### src/rtl/scomp_term_accumulator.sv
// Accumulates NUM_TERMS thermometer ones-counts per frame as signed terms
// t = 2*c - N, emitting a one-cycle sum_valid pulse with the registered frame sum.
module scomp_term_accumulator #(
  parameter int SERIAL_INPUT_LENGTH = 6,
  parameter int NUM_TERMS = 4,
  localparam int CNT_W = $clog2(SERIAL_INPUT_LENGTH) + 1,
  localparam int SUM_W = CNT_W + 1 + $clog2(NUM_TERMS)
) (
  input  logic             clk,
  input  logic             rst,
  input  logic             clear,
  input  logic             in_valid,
  input  logic [CNT_W-1:0] in_count,
  output logic             sum_valid,
  output logic [SUM_W-1:0] sum_out,
  output logic             busy,
  output logic             range_err
);

  localparam int IDX_W = $clog2(NUM_TERMS + 1);

  localparam logic [1:0] S_IDLE  = 2'd0;
  localparam logic [1:0] S_ACCUM = 2'd1;
  localparam logic [1:0] S_DONE  = 2'd2;

  logic [1:0]       state;
  logic [SUM_W-1:0] acc;
  logic [IDX_W-1:0] idx;

  logic             over;
  logic [CNT_W-1:0] count_clamped;
  logic [SUM_W-1:0] term;
  logic [SUM_W-1:0] acc_sum;
  logic             last_term;

  // Modular subtraction in SUM_W bits yields the two's-complement term directly.
  assign over          = in_count > CNT_W'(SERIAL_INPUT_LENGTH);
  assign count_clamped = over ? CNT_W'(SERIAL_INPUT_LENGTH) : in_count;
  assign term          = SUM_W'({count_clamped, 1'b0}) - SUM_W'(SERIAL_INPUT_LENGTH);
  assign acc_sum       = acc + term;
  assign last_term     = (idx == IDX_W'(NUM_TERMS - 1));

  // A clear landing on the DONE cycle swallows that cycle's pulse.
  assign sum_valid = (state == S_DONE) && !clear;
  assign busy      = (state == S_ACCUM);

  always_ff @(posedge clk) begin
    if (!rst) begin
      state     <= S_IDLE;
      acc       <= '0;
      idx       <= '0;
      sum_out   <= '0;
      range_err <= 1'b0;
    end else if (clear) begin
      state     <= S_IDLE;
      acc       <= '0;
      idx       <= '0;
      range_err <= 1'b0;
    end else begin
      case (state)
        S_IDLE, S_DONE: begin
          if (in_valid) begin
            // First term of a frame; from DONE this gives bubble-free back-to-back frames.
            acc       <= term;
            idx       <= IDX_W'(1);
            range_err <= over;
            if (NUM_TERMS == 1) begin
              state   <= S_DONE;
              sum_out <= term;
            end else begin
              state <= S_ACCUM;
            end
          end else begin
            state <= S_IDLE;
          end
        end
        S_ACCUM: begin
          if (in_valid) begin
            acc       <= acc_sum;
            idx       <= idx + IDX_W'(1);
            range_err <= range_err | over;
            if (last_term) begin
              state   <= S_DONE;
              sum_out <= acc_sum;
            end
          end
        end
        default: state <= S_IDLE;
      endcase
    end
  end

endmodule

### config.mk
export PLATFORM = sky130hd
export DESIGN_NAME = scomp_term_accumulator
export DESIGN_NICKNAME = d
export VERILOG_FILES = /design/src/rtl/scomp_term_accumulator.sv
export SDC_FILE = /design/constraint.sdc
export NUM_CORES = 1
export LEC_CHECK = 0
export BUFFER_PORTS_ARGS = -buffer_cell sky130_fd_sc_hd__buf_2
export CORE_MARGIN = 10
export CORE_UTILIZATION = 40
export CTS_CLUSTER_SIZE = 16
export DETAILED_ROUTE_END_ITERATION = 10
export PLACE_DENSITY_LB_ADDON = 0.05
export SLEW_MARGIN = 0
export SYNTH_ARGS = -nofsm -noshare
export SYNTH_HDL_FRONTEND = slang
export SYNTH_SLANG_ARGS = --single-unit
### constraint.sdc
create_clock -name clk -period 4.1 [get_ports clk]
set_input_delay 0.82 -clock clk [delete_from_list [all_inputs] [get_ports clk]]
set_output_delay 0.82 -clock clk [all_outputs]
set_load 0.005 [all_outputs]
Word-level counts from Yosys, hierarchy flattened
Cells that the tools add are included.
W data, S select, Z words.

storage, ports and cells
  register bits = 20
  input bits = 8
  output and inout bits = 10
  word-level logic and storage cells = 41

operators by class
  add/sub/neg operators = 3
  $lt $le $gt $ge = 1
  equality and inequality tests = 6
  muxes and demuxes = 14
  bitwise gates (word level) = 3
  reductions and logical operators = 9

operators by type and width
  kind                   count
  $mux W7                2
  $pmux W7 S2            1
  $add A7 B7 Y7          1
  $mux W3                2
  $pmux W3 S2            1
  $sub A5 B3 Y6 const B  1
  $gt A4 B3 Y1 const B   1
  $mux W2                2
  $mux W4                1
  $ne A2 B2 Y1 const B   2
  $pmux W2 S2            1
  $reduce_and A4 Y1      1
  $reduce_or A2 Y1       2
  $add A3 B1 Y3 const B  1
  $eq A3 B2 Y1 const B   1
  $mux W1                3
  $reduce_and A3 Y1      1
  $eq A2 B1 Y1 const B   1
  $eq A2 B2 Y1 const B   1
  $logic_not A2 Y1       1
  $ne A2 B1 Y1 const B   1
  $not A1 Y1             2
  $pmux W1 S2            1
  $reduce_and A2 Y1      1
  4 further kinds        4

Depth between registers and ports, before layout
  depth in word-level cells = 6
  mapped depth = 12

Least setup slack after synthesis
No wires, ideal clock.

  kind = input -> register
  from = input port in_count[3]
  to = register acc[5]
  setup time = 0.127 ns
  arrival = 2.913 ns
  required time = 3.973 ns
  setup slack = 1.059 ns
  cell stages on the path = 10
  buffers on the path = 0
  cell sequence = or2_2 > ha_1 > or3_1 > nand2_1 > ha_1 > nor2b_1 > o21a_1 > or3_1 > a31oi_1 > a21oi_1

on the way
  longest elaborated chain between the ends = 6

ends and longest elaborated chain
  element                 RTL line  source
  start: declaration      13        input logic [CNT_W-1:0] in_count,
  $gt A4 B3 Y1            37        assign over = in_count > CNT_W'(SERIAL_INPUT_LENGTH);
  $mux W4 *               38        assign count_clamped = over ? CNT_W'(SERIAL_INPUT_LENGTH) : in_count;
  $sub A5 B3 Y6 *         39        assign term = SUM_W'({count_clamped, 1'b0}) - SUM_W'(SERIAL_INPUT_LENGTH);
  $add A7 B7 Y7           40        assign acc_sum = acc + term;
  $mux W7                 78        if (in_valid) begin
  $pmux W7 S2 *           60        case (state)
  end signal: assignment  64        acc <= term;
  end signal: assignment  79        acc <= acc_sum;
  end: declaration        27        logic [SUM_W-1:0] acc;

Every way passes the cells marked *; elsewhere a longest branch is shown, timed or not. The select of a mux whose other input is x is not followed.
A chain may end at the register's enable or synchronous reset.

Worst setup path in the final report
Same ends and word-level chain as after synthesis.

==> flow_metrics.py <==
metrics = {
    "outcome": {
        "status": "finished, final reports clean",
    },
    "cells_and_area": {
        "layout_commonest_cell": "dfxtp_1",
        "nNetsFinal": 152,
        "drive_above_1_share_pct": 18.7,
        "final_util_pct": 47.0,
        "n_antenna_cell": 0,
        "final_cell_mix": "18 x dfxtp_1, 16 x buf_2, 10 x a21oi_1",
        "area_growth_pct": 13.0,
    },
    "clock_network": {
        "clockBufferDepth": 2,
        "clkTransAtPathRegs_ns": 0.11,
        "cts_tree": "done",
        "cts-buffers-inserted": 3,
        "cts_setup_buffers": 0,
        "htree_levels": 1,
        "ctsRootBufferMaster": "clkbuf_4",
        "cts.sinks": 18,
        "hold_buffers": 0,
        "insertion_delay_ns": 0.30,
        "cts_resized": 0,
    },
    "grt": {
        "antenna_found_initial": 0,
        "gr-usage-met2_pct": 13.8,
        "grt_use_met3_pct": 4.46,
        "top_usage_layer": "met2",
        "grt-ovfl-total": 0,
        "grt_pass1_wl_mm": 3.95,
        "grt_use_met1_pct": 12.3,
        "grt_max_degree": 14,
        "track_usage_pct": 9.65,
        "grt_pass1_vias": 852,
    },
    "hold_path": {
        "hold_class": "flop to flop",
    },
    "place": {
        "gp_congestion": 0.836,
        "dp_slack_ns": 0.793,
        "numPortBuffers": 16,
        "dp.final_hpwl_mm": 1.78,
    },
    "logic_synthesis": {
        "synth_cell_type_count": 43,
        "yosys_most_used_dff": "dfxtp_1",
        "syn_area_um2": 1030,
        "async_flop_share_pct": 0,
        "synth_edf_count": 0,
        "yosysSeqAreaShare_pct": 35.0,
        "synthCells": 118,
        "yosys_warnings": 0,
        "syn_nets": 135,
        "synth_seq_cells": 18,
        "syn_area_per_cell_um2": 8.73,
    },
    "routing": {
        "dr.pass1.iters": 4,
        "dr_total_vias": 877,
        "routedWlPerCell_um": 14.3,
        "drt_iter0_drc": 37,
        "drc": 0,
        "post_drt_via_cell_ratio": 5.35,
        "ant_nets": 0,
        "drt-total-wl_mm": 2.35,
    },
    "worst_setup_path": {
        "path_cells": "buf_2 > or2_2 > ha_1 > or3_1 > nand2_1 > ha_1 > nor2b_1 > o21a_1 > or3_1 > a31oi_1 > a21oi_1",
        "cpMaxStageDelayCell": "or3_1",
        "crit_type": "input port to flop",
        "crit_fanout": 6,
        "crit_start": "in_count[3]",
        "worstSetupStartpointType": "input port",
        "crit_end": "acc[5]$_SDFFE_PP0P_",
        "worst-r2r-cell-count": 8,
        "cp.depth": 11,
        "r2r_start": "acc[1]$_SDFFE_PP0P_",
        "arrival_ns": 3.19,
        "required_ns": 4.29,
        "cp_slowest_stage_delay_ns": 0.45,
        "r2r-end": "acc[5]$_SDFFE_PP0P_",
        "cp_num_buf_inv": 1,
        "end_kind": "flop",
        "r2r_setup_slack_ns": 2.34,
        "cp_top_family": "simple AND/OR/NAND/NOR gates",
    },
    "timing": {
        "hold_viol_final": 0,
        "fin_hold_ws_ns": 0.476,
        "setup_viol": 0,
        "fin_crit_sh_pct": 73.1,
        "tns_ns": 0,
        "rsz0062_at_grt": "false",
        "skew_ns": 0.0107,
        "min_period_ns": 3.00,
        "slew_violations": 0,
        "max_freq_ghz": 0.334,
        "layout_setup_ws_ns": 1.10,
    },
    "pwr": {
        "ir_drop_uv": 204,
        "power_density_nw_per_um2": 300,
        "cellLeakagePower_nw": 0.503,
        "total_power_mw": 0.349,
    },
    "floorplanning": {
        "die_h_um": 70.7,
        "start_util_pct": 41.6,
        "die_x_um": 70.7,
        "dieArea_um2": 5000,
        "fp.coreArea_um2": 2480,
        "row_count": 18,
        "top_level_ports": 18,
    },
    "run": {
        "cap_violations": 0,
    },
}
==> metrics by stage <==
stage / cell area [um2] / cells
floorplan: 1030 / 118
global placement: 1130 / 160
detailed placement: 1130 / 160
CTS: 1160 / 164
global route: 1160 / 164
finish: 1160 / 164
==> where the power goes <==
part | switching, mW | internal, mW | leakage [nW]
Combinational | 0.0346 | 0.0238 | 0.336
Sequential | 0.00240 | 0.178 | 0.146
Clock | 0.0561 | 0.0542 | 0.0210
==> per-layer routing <==
metal / wire length, um / up-vias
met3: 173 / 7
met5: 0 / -
li1: - / 450
met4: 54 / 0
met1: 1180 / 392
met2: 945 / 28
==> layout make-up <==
cell class,count,area [um2]
repair buffers,16,80.1
clock buffers,4,36.3
well taps,30,37.5
inverters,8,30.0
fillers,288,1310
flip-flops and latches,18,360
multi-input cells,88,619
==> state kept, by name, indices dropped and copies added (netlist names) <==
signal	cells
acc	6
idx	3
sum_out	6
state	2
range_err	1
==> Yosys cell counts, types with 3 or more instances <==
| master | instances | area share [%] |
|---|---|---|
| a21oi_1 | 10 | 4.9 |
| a31oi_1 | 3 | 1.8 |
| dfxtp_1 | 18 | 35 |
| ha_1 | 8 | 9.7 |
| inv_1 | 7 | 2.6 |
| mux2i_1 | 4 | 3.9 |
| nand2_1 | 9 | 3.3 |
| nor2_1 | 7 | 2.6 |
| nor2b_1 | 5 | 3.0 |
| o21ai_0 | 5 | 2.4 |
| xnor2_1 | 4 | 3.4 |
==> cell families after synthesis <==
| kind of cell | after synthesis | synth area share [%] |
|---|---|---|
| buffers and inverters | 12 | 4.86 |
| and+or+nand+nor | 36 | 19.8 |
| DFF | 18 | 35.0 |
| adders and majority gates | 9 | 11.7 |
| xor gates and xnor gates | 4 | 3.40 |
| other | 1 | 0.364 |
| AOI/OAI and AO/OA | 34 | 21.0 |
| muxes | 4 | 3.89 |
==> worst min path at each step <==
stage / depth (start not counted) / to / startpoint
4_1_cts: 2 / sum_out[5]$_SDFFE_PN0P_ / sum_out[5]$_SDFFE_PN0P_
2_1_floorplan: 2 / acc[3]$_SDFFE_PP0P_ / acc[3]$_SDFFE_PP0P_
5_1_grt: 2 / acc[3]$_SDFFE_PP0P_ / acc[3]$_SDFFE_PP0P_
3_3_place_gp: 2 / acc[3]$_SDFFE_PP0P_ / acc[3]$_SDFFE_PP0P_
6_report: 2 / acc[3]$_SDFFE_PP0P_ / acc[3]$_SDFFE_PP0P_
3_5_place_dp: 2 / acc[3]$_SDFFE_PP0P_ / acc[3]$_SDFFE_PP0P_
==> worst register-to-register path: stages, from the launching register on <==
cell and delay [ns]:
dfxtp_1 0.33, ha_1 0.23, inv_1 0.08, fa_1 0.20, nor2b_1 0.06, o21a_1 0.17
or3_1 0.33, a31oi_1 0.18, a21oi_1 0.08
No activity file was read; power rests on OpenSTA's default activity.
